[config.mk]
export PLATFORM = sky130hd
export DESIGN_NAME = pipe_skid_stage
export DESIGN_NICKNAME = d
export VERILOG_FILES = /design/src/rtl/pipe_skid_stage.sv
export SDC_FILE = /design/constraint.sdc
export NUM_CORES = 1
export LEC_CHECK = 0
export BUFFER_PORTS_ARGS = -buffer_cell sky130_fd_sc_hd__buf_2
export CORE_UTILIZATION = 50
export CTS_BUF_LIST = sky130_fd_sc_hd__clkbuf_8
export DETAILED_ROUTE_END_ITERATION = 7
export PLACE_DENSITY = 0.83
export SETUP_SLACK_MARGIN = 0.2
export SLEW_MARGIN = 10
export SYNTH_ARGS = -nofsm -noshare
export SYNTH_HDL_FRONTEND = slang
export SYNTH_SLANG_ARGS = --single-unit
[constraint.sdc]
create_clock -name clk -period 3.9 [get_ports clk]
set_input_delay 0.39 -clock clk [delete_from_list [all_inputs] [get_ports clk]]
set_output_delay 0.39 -clock clk [all_outputs]
set_load 0.01 [all_outputs]
[src/rtl/pipe_skid_stage.sv]
`default_nettype none
// +--------------------------------------------------------------------------+
// | pipe_skid_stage : valid/ready pipeline stage with optional skid entry,   |
// |                   synchronous flush and saturating discard counter.      |
// | Revision        : 1.0                                                    |
// +--------------------------------------------------------------------------+
module pipe_skid_stage #(
  parameter int                DATA_W     = 96,
  parameter logic [DATA_W-1:0] RESET_DATA = '0,
  parameter int                SKID       = 1,
  parameter int                CNT_W      = 16
) (
  input  logic              clk,
  input  logic              reset,
  input  logic              flush,
  input  logic              in_valid,
  output logic              in_ready,
  input  logic [DATA_W-1:0] in_data,
  output logic              out_valid,
  input  logic              out_ready,
  output logic [DATA_W-1:0] out_data,
  output logic [1:0]        occupancy,
  output logic [CNT_W-1:0]  discard_cnt
);

  logic       acc;
  logic       pop;
  logic [1:0] kill_cnt;

  assign acc = in_valid & in_ready;
  assign pop = out_valid & out_ready;

  generate
    if (SKID != 0) begin : g_skid
      typedef enum logic [1:0] {
        EMPTY = 2'd0,
        ONE   = 2'd1,
        FULL  = 2'd2
      } state_t;

      state_t            state_q, state_d;
      logic [DATA_W-1:0] main_q, main_d;
      logic [DATA_W-1:0] skid_q, skid_d;

      always_comb begin
        state_d  = state_q;
        main_d   = main_q;
        skid_d   = skid_q;
        kill_cnt = 2'd0;
        if (flush) begin
          state_d  = EMPTY;
          main_d   = RESET_DATA;
          skid_d   = RESET_DATA;
          // A main entry leaving downstream this cycle is delivered, not killed
          kill_cnt = {1'b0, state_q == FULL} + {1'b0, out_valid & ~out_ready};
        end else begin
          unique case (state_q)
            EMPTY: begin
              if (acc) begin
                state_d = ONE;
                main_d  = in_data;
              end
            end
            ONE: begin
              if (acc && pop) begin
                main_d = in_data;
              end else if (acc) begin
                state_d = FULL;
                skid_d  = in_data;
              end else if (pop) begin
                state_d = EMPTY;
                main_d  = RESET_DATA;
              end
            end
            FULL: begin
              if (pop) begin
                state_d = ONE;
                main_d  = skid_q;
                skid_d  = RESET_DATA;
              end
            end
            default: begin
              state_d = EMPTY;
              main_d  = RESET_DATA;
              skid_d  = RESET_DATA;
            end
          endcase
        end
      end

      always_ff @(posedge clk) begin
        if (reset) begin
          state_q <= EMPTY;
          main_q  <= RESET_DATA;
          skid_q  <= RESET_DATA;
        end else begin
          state_q <= state_d;
          main_q  <= main_d;
          skid_q  <= skid_d;
        end
      end

      // Ready depends only on registered state, cutting the out_ready path
      assign in_ready  = (state_q != FULL);
      assign out_valid = (state_q != EMPTY);
      assign out_data  = main_q;
      assign occupancy = state_q;
    end else begin : g_noskid
      logic              main_valid_q, main_valid_d;
      logic [DATA_W-1:0] main_q, main_d;

      always_comb begin
        main_valid_d = main_valid_q;
        main_d       = main_q;
        kill_cnt     = 2'd0;
        if (flush) begin
          main_valid_d = 1'b0;
          main_d       = RESET_DATA;
          kill_cnt     = {1'b0, main_valid_q & ~out_ready};
        end else if (acc) begin
          main_valid_d = 1'b1;
          main_d       = in_data;
        end else if (pop) begin
          main_valid_d = 1'b0;
          main_d       = RESET_DATA;
        end
      end

      always_ff @(posedge clk) begin
        if (reset) begin
          main_valid_q <= 1'b0;
          main_q       <= RESET_DATA;
        end else begin
          main_valid_q <= main_valid_d;
          main_q       <= main_d;
        end
      end

      assign in_ready  = ~main_valid_q | out_ready;
      assign out_valid = main_valid_q;
      assign out_data  = main_q;
      assign occupancy = {1'b0, main_valid_q};
    end
  endgenerate

  logic [CNT_W-1:0] discard_cnt_q, discard_cnt_d;
  logic [CNT_W:0]   cnt_sum;

  always_comb begin
    cnt_sum       = {1'b0, discard_cnt_q} + (CNT_W+1)'(kill_cnt);
    discard_cnt_d = cnt_sum[CNT_W] ? {CNT_W{1'b1}} : cnt_sum[CNT_W-1:0];
  end

  always_ff @(posedge clk) begin
    if (reset) begin
      discard_cnt_q <= '0;
    end else begin
      discard_cnt_q <= discard_cnt_d;
    end
  end

  assign discard_cnt = discard_cnt_q;

endmodule
`default_nettype wire

==> results.cfg, run 1 <==
[status]
status = completed

[sta]
whs_ns = 0.144
max-slew-margin-rel_pct = 21.9
slew_viol_final = 0
tns_ns = 0
setup_viol = 0
clock_skew_ns = 0.0149
worstMarginPinSlew_ns = 1.17
max_freq_mhz = 315
hold_viol = 0
finalWorstSetupSlack_ns = 0.722
fin_crit_sh_pct = 81.5
rsz0062_at_grt = false
fin_crit_ns = 3.18

[synthesis]
syn_avg_cell_area_um2 = 9.49
syn_inst = 946
synth_edf_count = 0
synth_flop_cell = dfxtp_1
synth_top_family_by_area = simple AND/OR/NAND/NOR gates
synth_area_leader_cell = dfxtp_1
synthMuxAreaShare_pct = 11.1
syn-num-nets = 1051
synth-compound-area-share_pct = 17.7
netlist_area_um2 = 8980
ys_ff_latch = 210
async_flop_share_pct = 0
seq_area_frac_synth_pct = 46.8
synth_top_area_share_pct = 46.8
synth-xor-area-share_pct = 0.878
ys_types = 41
yosys.area_share.simple_pct = 17.8
synthTopCellsByArea = dfxtp_1 47%, mux2i_1 11%, nor2_1 8.5%, a32o_1 7.4%, and2_1 6.8%
yosysWarnings = 0
synthAdderAreaFrac_pct = 0.641

[cts]
cts.root.buffer_cell = clkbuf_8
cts_buffer_depth = 3
clock_sinks = 210
ctsHtreeMaxLevel = 2
cts_buffers = 37
post_cts_buffers = 0
hold_buffers = 0
post_cts_resize_count = 0
path_clk_slew_ns = 0.06
tritoncts = yes
insertion_delay_ns = 0.51

[route]
wl_per_cell_um = 17.0
drt.antenna.violating_nets = 0
vias_per_cell = 5.75
drc = 0
vias = 7824
drtIter0Drc = 566
drt-total-wl_mm = 23.1
first_pass_iters = 5

[placement]
place_ws_ns = 0.758
hpwl_mm = 13.5
placed_cells = 1304
post_dp_cell_area_um2 = 10000
port_buffers = 216
gp_congestion = 0.795

[critical_path]
cp-end-kind = register
cp.required_ns = 4.34
critical_path_arrival_ns = 3.61
cp_max_fo = 12
path_class = register to register
cp-start-kind = register

[power_and_ir_drop]
combPwrFrac_pct = 10.5
powerDensity_nw_per_um2 = 421
p_leak_nw = 4.37
power_frac_seq_pct = 49.1
swShare_pct = 24.9
irDropWorstVdd_mv = 0.274
p_int_mw = 3.38
p_total_mw = 4.50
p_switching_mw = 1.12
clkPwrFrac_pct = 40.4

[final_layout]
final_cell_mix = 216 x buf_2, 210 x dfxtp_1, 203 x nor2_1, 98 x mux2i_1, 97 x and2_1
instances_no_fill = 1361
syn_to_final_growth_pct = 19.0
fin_nets = 1223
antenna_cells = 0
final_common_cell = buf_2
final_cell_area_um2 = 10700
drive_gt1_share_pct = 24.9
post-route-util_pct = 61.4

[global_routing]
grt_pass1_vias = 7490
track_usage_pct = 24.2
antenna_found_initial = 0
grt-ovfl-total = 0
grt_first_pass_wirelength_mm = 36.2
grt_max_degree = 97

[floorplan]
dieHeight_um = 136
dieArea_um2 = 18500
die_x_um = 136
coreArea_um2 = 17400
rows = 48
start_util_pct = 51.5
io_pins = 217

[flow_run]
cap_violations = 0

[min_path]
hp-class = input port to register
[cell families after synthesis]
group / count (synthesis)
buf+inv: 101
flops: 210
simple gates: 338
fa+ha+maj: 4
compound gates: 185
mux: 99
xor+xnor: 9
[cell type report]
| cell class | instances | area, um2 |
|---|---|---|
| clock buffers | 43 | 592 |
| clock inverters | 14 | 55.1 |
| fillers | 1494 | 6730 |
| inverters | 7 | 26.3 |
| multi-input cells | 635 | 4350 |
| flip-flops and latches | 210 | 4200 |
| well taps | 225 | 282 |
| repair buffers | 227 | 1180 |
[flip-flops by register name (all words and copies together) (netlist names)]
signal and flops:
discard_cnt 16, g_skid.skid_q 96, occupancy 2, out_data 96
[power groups by stage]
stage | clock network, mW | registers (mW) | logic (mW)
after floorplan | 0 | 2.27 | 0.300
after global placement | 0 | 2.25 | 0.463
after detailed placement | 0 | 2.25 | 0.470
after CTS | 1.87 | 2.21 | 0.472
after global routing | 1.96 | 2.21 | 0.513
final | 1.82 | 2.21 | 0.472
[per-layer routing]
metal	wire, um	up-vias	track usage [%]	share of wire [%]
met5	0	-	0	0
met4	555	0	9.44	2.4
met3	1680	44	5.52	7.3
met2	11000	275	41.0	48
met1	9850	3772	29.6	43
li1	-	3733	-	-
[critical path, cell delays in order, from the launching register on]
cell	delay [ns]
dfxtp_1	0.45
or2_2	0.36
nor2b_1	0.14
ha_1	0.27
and2_1	0.12
ha_1	0.16
inv_1	0.05
fa_1	0.40
nand4b_1	0.38
nor2_1	0.24
nand2_1	0.28
a21oi_1	0.23
[path summary, 6_finish.rpt]
path                      from                end  slack (ns)  cells past startpoint
min                in_data[86]       out_data[86]        0.14                      3
max               occupancy[1]     discard_cnt[0]        0.72                     11
min reg2reg  g_skid.skid_q[86]  g_skid.skid_q[86]        0.49                      2
max reg2reg       occupancy[1]     discard_cnt[0]        0.72                     11
[synthesized netlist by cell type (8+ instances only)]
library cell,count
a22oi_1,66
and2_1,97
nand2_1,8
nor2_1,203
a21oi_1,16
dfxtp_1,210
a32o_1,66
xnor2_1,8
a222oi_1,30
mux2i_1,98
buf_2,24
buf_4,8
clkbuf_1,54
Power figures use the tool's default switching activity.
==> inputs of run 2 (changes only) <==
--- a/config.mk
+++ b/config.mk
@@ -5,6 +5,7 @@
 export SDC_FILE = /design/constraint.sdc
 export NUM_CORES = 1
 export LEC_CHECK = 0
+export ABC_AREA = 1
 export BUFFER_PORTS_ARGS = -buffer_cell sky130_fd_sc_hd__buf_2
 export CORE_UTILIZATION = 50
 export CTS_BUF_LIST = sky130_fd_sc_hd__clkbuf_8
==> constraint.sdc (replaced) <==
create_clock -name clk -period 3.1 [get_ports clk]
set_input_delay 0.31 -clock clk [delete_from_list [all_inputs] [get_ports clk]]
set_output_delay 0.31 -clock clk [all_outputs]
set_load 0.01 [all_outputs]
==> results.cfg, run 2 <==
[critical_path]
cp-start-kind = register
cp.buffers_inverters = 4
reg2reg_to = discard_cnt[14]
cp-end-kind = register
critPathLaunch = occupancy[1]
slowest_delay_ns = 0.39
rrSetupSlack_ns = 0.50
path_delay_family = simple AND/OR/NAND/NOR gates
ff2ff_path_depth = 16
cp_max_fo = 9
cp.required_ns = 3.51
critPathSlowestCell = dfxtp_2
critical_path_arrival_ns = 3.01
r2r-start = occupancy[1]
worstPathCellList = nor2_4 > inv_2 > nand2_2 > inv_1 > ha_1 > nand2_1 > inv_1 > ha_1 > inv_1 > fa_2 > nor2_2 > nand2_1 > nor2_2 > nand2_1 > nor3_1 > nor2_1
path_class = register to register

[cts]
tritoncts = yes
cts.root.buffer_cell = clkbuf_8
path_clk_slew_ns = 0.06
cts_buffers = 37
insertion_delay_ns = 0.52
clock_sinks = 210
post_cts_buffers = 0
cts_buffer_depth = 3
ctsHtreeMaxLevel = 2

[placement]
hpwl_mm = 15.7
gp_congestion = 0.788
port_buffers = 216

[synthesis]
synth_edf_count = 0
synth_area_leader_cell = dfxtp_1
synth_flop_cell = dfxtp_1
yosysWarnings = 0
syn-num-nets = 1504
syn_avg_cell_area_um2 = 6.80
post-synth-top-count-cell = nand2_1
ys_ff_latch = 210
synthTopCellsByArea = dfxtp_1 44%, nand2_1 17%, a21oi_1 10%, nand3_1 6.2%, o21ai_0 5.9%
synth_top_area_share_pct = 44.2
seq_area_frac_synth_pct = 44.2
syn_inst = 1399
synth_common_cells = 433 x nand2_1, 210 x dfxtp_1, 191 x a21oi_1, 117 x nand3_1, 112 x o21ai_0
async_flop_share_pct = 0
netlist_area_um2 = 9510
ys_types = 29

[sta]
worstMarginPinSlew_ns = 1.05
tns_ns = 0
setup_viol = 0
fin_crit_sh_pct = 83.8
fin_crit_ns = 2.60
rsz0062_at_grt = false
hold_viol = 0
max_freq_mhz = 385
slew_viol_final = 0
clock_skew_ns = 0.0223
max-slew-margin-rel_pct = 29.8

[floorplan]
rows = 50
coreArea_um2 = 18600
die_x_um = 140
start_util_pct = 51.0
io_pins = 217
dieArea_um2 = 19600
dieHeight_um = 140

[power_and_ir_drop]
combPwrFrac_pct = 10.0
p_switching_mw = 1.48
p_leak_nw = 5.03
clkPwrFrac_pct = 40.7
p_total_mw = 5.65
p_int_mw = 4.17
powerDensity_nw_per_um2 = 504
swShare_pct = 26.2
power_frac_seq_pct = 49.3
irDropWorstVdd_mv = 0.289

[global_routing]
grt_max_degree = 106
grt_pass1_vias = 8702
antenna_found_initial = 2
grt_first_pass_wirelength_mm = 42.0
track_usage_pct = 26.1
grt-ovfl-total = 0

[final_layout]
final_cell_mix = 430 x nand2_1, 216 x buf_2, 208 x dfxtp_1, 191 x a21oi_1, 117 x nand3_1
drive_gt1_share_pct = 19.1
syn_to_final_growth_pct = 17.9
fin_nets = 1671
final_common_cell = nand2_1

[route]
vias_per_cell = 5.31
vias = 9666
drc = 0
drtIter0Drc = 467
drt-total-wl_mm = 26.0
drt.antenna.violating_nets = 0
wl_per_cell_um = 14.3
first_pass_iters = 5

[min_path]
min_from = in_data[50]
hp-class = input port to register
worstHoldEndpoint = g_skid.skid_q[50]
hold_depth = 3

[flow_run]
cap_violations = 0

[status]
status = completed
[run 2: power by group through the flow]
stage	clock [mW]	combinational [mW]	sequential (mW)
6_report	2.30	0.568	2.78
5_1_grt	2.47	0.636	2.79
4_1_cts	2.36	0.567	2.78
3_5_place_dp	0	0.565	2.84
3_3_place_gp	0	0.557	2.84
2_1_floorplan	0	0.342	2.86
[run 2: worst register-to-register path, stage by stage (launching register included)]
cell and delay (ns):
dfxtp_2 0.39, nor2_4 0.14, inv_2 0.05, nand2_2 0.09, inv_1 0.05, ha_1 0.28
nand2_1 0.05, inv_1 0.05, ha_1 0.17, inv_1 0.07, fa_2 0.39, nor2_2 0.16
nand2_1 0.12, nor2_2 0.17, nand2_1 0.11, nor3_1 0.14, nor2_1 0.06
[run 2: through the flow]
stage | util (%) | instances | instance area (um2) | hold slack, ns | setup WS [ns]
global placement | 56.6 | 1761 | 10500 | 0.435 | 0.346
finish | 60.1 | 1821 | 11200 | 0.0512 | 0.504
global route | 60.1 | 1819 | 11200 | 0.0441 | 0.276
floorplan | - | 1399 | 9510 | 0.424 | 0.335
CTS | 60.0 | 1819 | 11200 | 0.0276 | 0.243
detailed placement | 56.6 | 1761 | 10500 | 0.444 | 0.268
[run 2: cell type report]
| type | instances | area (um2) |
|---|---|---|
| Sequential cell | 210 | 4210 |
| Timing Repair Buffer | 233 | 1260 |
| Inverter | 97 | 367 |
| Clock buffer | 42 | 578 |
| Antenna cell | 2 | 5.00 |
| Fill cell | 1723 | 7430 |
| Clock inverter | 16 | 68.8 |
| Multi-Input combinational cell | 987 | 4430 |
| Tap cell | 234 | 293 |
[run 2: what timing repair did]
| action | CTS | global route |
|---|---|---|
| hold buffers | 0 | 0 |
| setup endpoints to repair | 0 | 16 |
| resized for setup | 0 | 6 |
[run 2: metal layers]
layer / share of wire (%) / GRT usage (%) / wire (um)
met5: 0 / 0 / 0
met3: 7.7 / 5.98 / 2010
met4: 1.9 / 8.73 / 486
met2: 47 / 43.2 / 12300
met1: 43 / 33.6 / 11200
[run 2: worst max-delay path by stage]
stage / slack, ns / cells past startpoint / endpoint
after floorplan: 0.34 / 16 / discard_cnt[14]
after global placement: 0.35 / 16 / discard_cnt[14]
after detailed placement: 0.27 / 15 / discard_cnt[14]
after CTS: 0.24 / 15 / discard_cnt[14]
after global routing: 0.28 / 17 / discard_cnt[15]
final: 0.50 / 16 / discard_cnt[14]
[run 2: kinds of logic (layout without fill, tap and decap cells)]
logic type                 count (synthesis)  in the layout  synth area share [%]
and+or+nand+nor                          665            665                  28.5
adders and majority gates                  4              4                 0.605
DFF                                      210            210                  44.2
xor gates and xnor gates                   5              5                 0.460
buffers and inverters                    202            388                  9.56
other                                      0              2                     0
AOI/OAI and AO/OA                        313            313                  16.7
==> inputs of run 3 (changes only) <==
--- a/config.mk
+++ b/config.mk
@@ -5,7 +5,7 @@
 export SDC_FILE = /design/constraint.sdc
 export NUM_CORES = 1
 export LEC_CHECK = 0
-export ABC_AREA = 1
+export ABC_AREA = 0
 export BUFFER_PORTS_ARGS = -buffer_cell sky130_fd_sc_hd__buf_2
 export CORE_UTILIZATION = 50
 export CTS_BUF_LIST = sky130_fd_sc_hd__clkbuf_8
==> constraint.sdc (replaced) <==
create_clock -name clk -period 2.5 [get_ports clk]
set_input_delay 0.25 -clock clk [delete_from_list [all_inputs] [get_ports clk]]
set_output_delay 0.25 -clock clk [all_outputs]
set_load 0.01 [all_outputs]
==> results.cfg, run 3 (same netlist as run 1, synthesis figures left out) <==
[status]
status = completed

[power_and_ir_drop]
p_leak_nw = 4.68
irDropWorstVdd_mv = 0.463
powerDensity_nw_per_um2 = 640

[sta]
worstMarginPinSlew_ns = 0.896
max-slew-margin-rel_pct = 40.1
fin_crit_ns = 2.47
whs_ns = 0.0114
tns_ns = 0
max_freq_mhz = 404
hold_viol = 0
setup_viol = 0
clock_skew_ns = 0.0206
rsz0062_at_grt = true
slew_viol_final = 0
fin_crit_sh_pct = 98.9

[placement]
hpwl_mm = 14.3
gp_congestion = 0.791
port_buffers = 216

[critical_path]
reg2reg_to = discard_cnt[12]
critical_path_arrival_ns = 2.86
cp_max_fo = 6
rrSetupSlack_ns = 0.03
cp.required_ns = 2.89
path_class = register to register
r2r-start = occupancy[0]
cp-start-kind = register
cp-end-kind = register
ff2ff_path_depth = 12

[cts]
tritoncts = yes
cts_buffer_depth = 3
path_clk_slew_ns = 0.06
cts_buffers = 37
clock_sinks = 210
cts.root.buffer_cell = clkbuf_8
ctsHtreeMaxLevel = 2
insertion_delay_ns = 0.52

[global_routing]
track_usage_pct = 26.0
grt_max_degree = 97
antenna_found_initial = 1
grt_pass1_vias = 7903
grt-ovfl-total = 0
grt_first_pass_wirelength_mm = 38.7

[final_layout]
antenna_cells = 0
fin_nets = 1268
drive_gt1_share_pct = 27.9
syn_to_final_growth_pct = 26.9
final_cell_mix = 216 x buf_2, 208 x dfxtp_1, 200 x nor2_1, 98 x mux2i_1, 96 x and2_1
final_common_cell = buf_2

[route]
wl_per_cell_um = 17.5
vias_per_cell = 5.82
vias = 8219
drt-total-wl_mm = 24.7
drt.antenna.violating_nets = 0
first_pass_iters = 6
drc = 0
drtIter0Drc = 546

[floorplan]
start_util_pct = 51.5
dieHeight_um = 136
dieArea_um2 = 18500
coreArea_um2 = 17400
io_pins = 217
rows = 48
die_x_um = 136

[min_path]
hold_depth = 3
worstHoldEndpoint = out_data[35]
min_from = in_data[35]
hp-class = input port to register

[flow_run]
cap_violations = 0
==> run 3: cell types whose count changed in the layout (fill, tap and decap cells not counted), moves of 22 or more <==
cell / delta
mux2i_1: +98
inv_1: -83
o21ai_0: -111
a22oi_1: +66
a32o_1: +66
nor2_1: +122
nor3_1: -22
a21oi_1: -182
nand3_1: -113
dlygate4sd3_1: +25
nand2_1: -423
a222oi_1: +30
and2_1: +96
==> run 3: how the worst max path moves through the flow <==
stage	from	end	slack, ns	depth (start not counted)
final	occupancy[0]	discard_cnt[12]	0.03	12
after CTS	occupancy[0]	discard_cnt[9]	-0.03	13
after floorplan	occupancy[1]	discard_cnt[14]	-0.23	12
after detailed placement	occupancy[1]	discard_cnt[14]	-0.09	12
after global routing	occupancy[0]	discard_cnt[3]	-0.04	13
after global placement	occupancy[1]	discard_cnt[14]	-0.05	12
==> run 3: cell type report <==
class / instances / area (um2)
Clock buffer: 46 / 633
Timing Repair Buffer: 272 / 1680
Sequential cell: 210 / 4210
Clock inverter: 18 / 76.3
Fill cell: 1370 / 6030
Multi-Input combinational cell: 635 / 4490
Inverter: 7 / 26.3
Tap cell: 225 / 282
==> run 3: where the power goes <==
part | switching, mW | internal, mW | leakage [nW] | total (mW)
combinational | 0.440 | 0.375 | 2.57 | 0.815
sequential | 0.0340 | 3.41 | 1.70 | 3.44
clock | 1.39 | 1.65 | 0.416 | 3.04
==> run 3: layer usage <==
metal / GRT usage, % / part of all wire, % / vias up
met4: 11.1 / 2.6 / 0
li1: - / - / 3839
met5: 0 / 0 / -
met2: 44.2 / 49 / 343
met3: 6.86 / 8.3 / 57
met1: 30.8 / 41 / 3980
==> run 3: worst max-delay path: stages, from the launching register on <==
cell and delay, ns:
dfxtp_2 0.32, or2_4 0.24, nor2b_4 0.13, ha_4 0.25, and2_4 0.13, ha_4 0.13
inv_2 0.03, fa_2 0.33, nand4b_1 0.19, buf_6 0.17, nor3_2 0.16, and3_1 0.20
nor3_1 0.05
==> run 3: repair_timing <==
item | in CTS | in global routing
gates resized for setup | 26 | 5
hold endpoints to repair | 25 | 0
endpoints found under the setup margin | 16 | 16
gates cloned | 1 | 0
buffers inserted | 1 | 1
hold buffers | 25 | 0
pin swaps | 17 | 8
==> run 3: through the flow <==
stage | setup slack [ns] | total power [mW] | area, um2 | std cells | utilization [%]
3_3_place_gp | -0.0468 | 4.27 | 10300 | 1321 | 58.9
6_report | 0.0271 | 7.30 | 11400 | 1413 | 65.4
4_1_cts | -0.0286 | 7.33 | 11400 | 1412 | 65.2
5_1_grt | -0.0424 | 7.57 | 11400 | 1413 | 65.4
2_1_floorplan | -0.235 | 4.01 | 9010 | 946 | -
3_5_place_dp | -0.0931 | 4.29 | 10300 | 1321 | 58.9
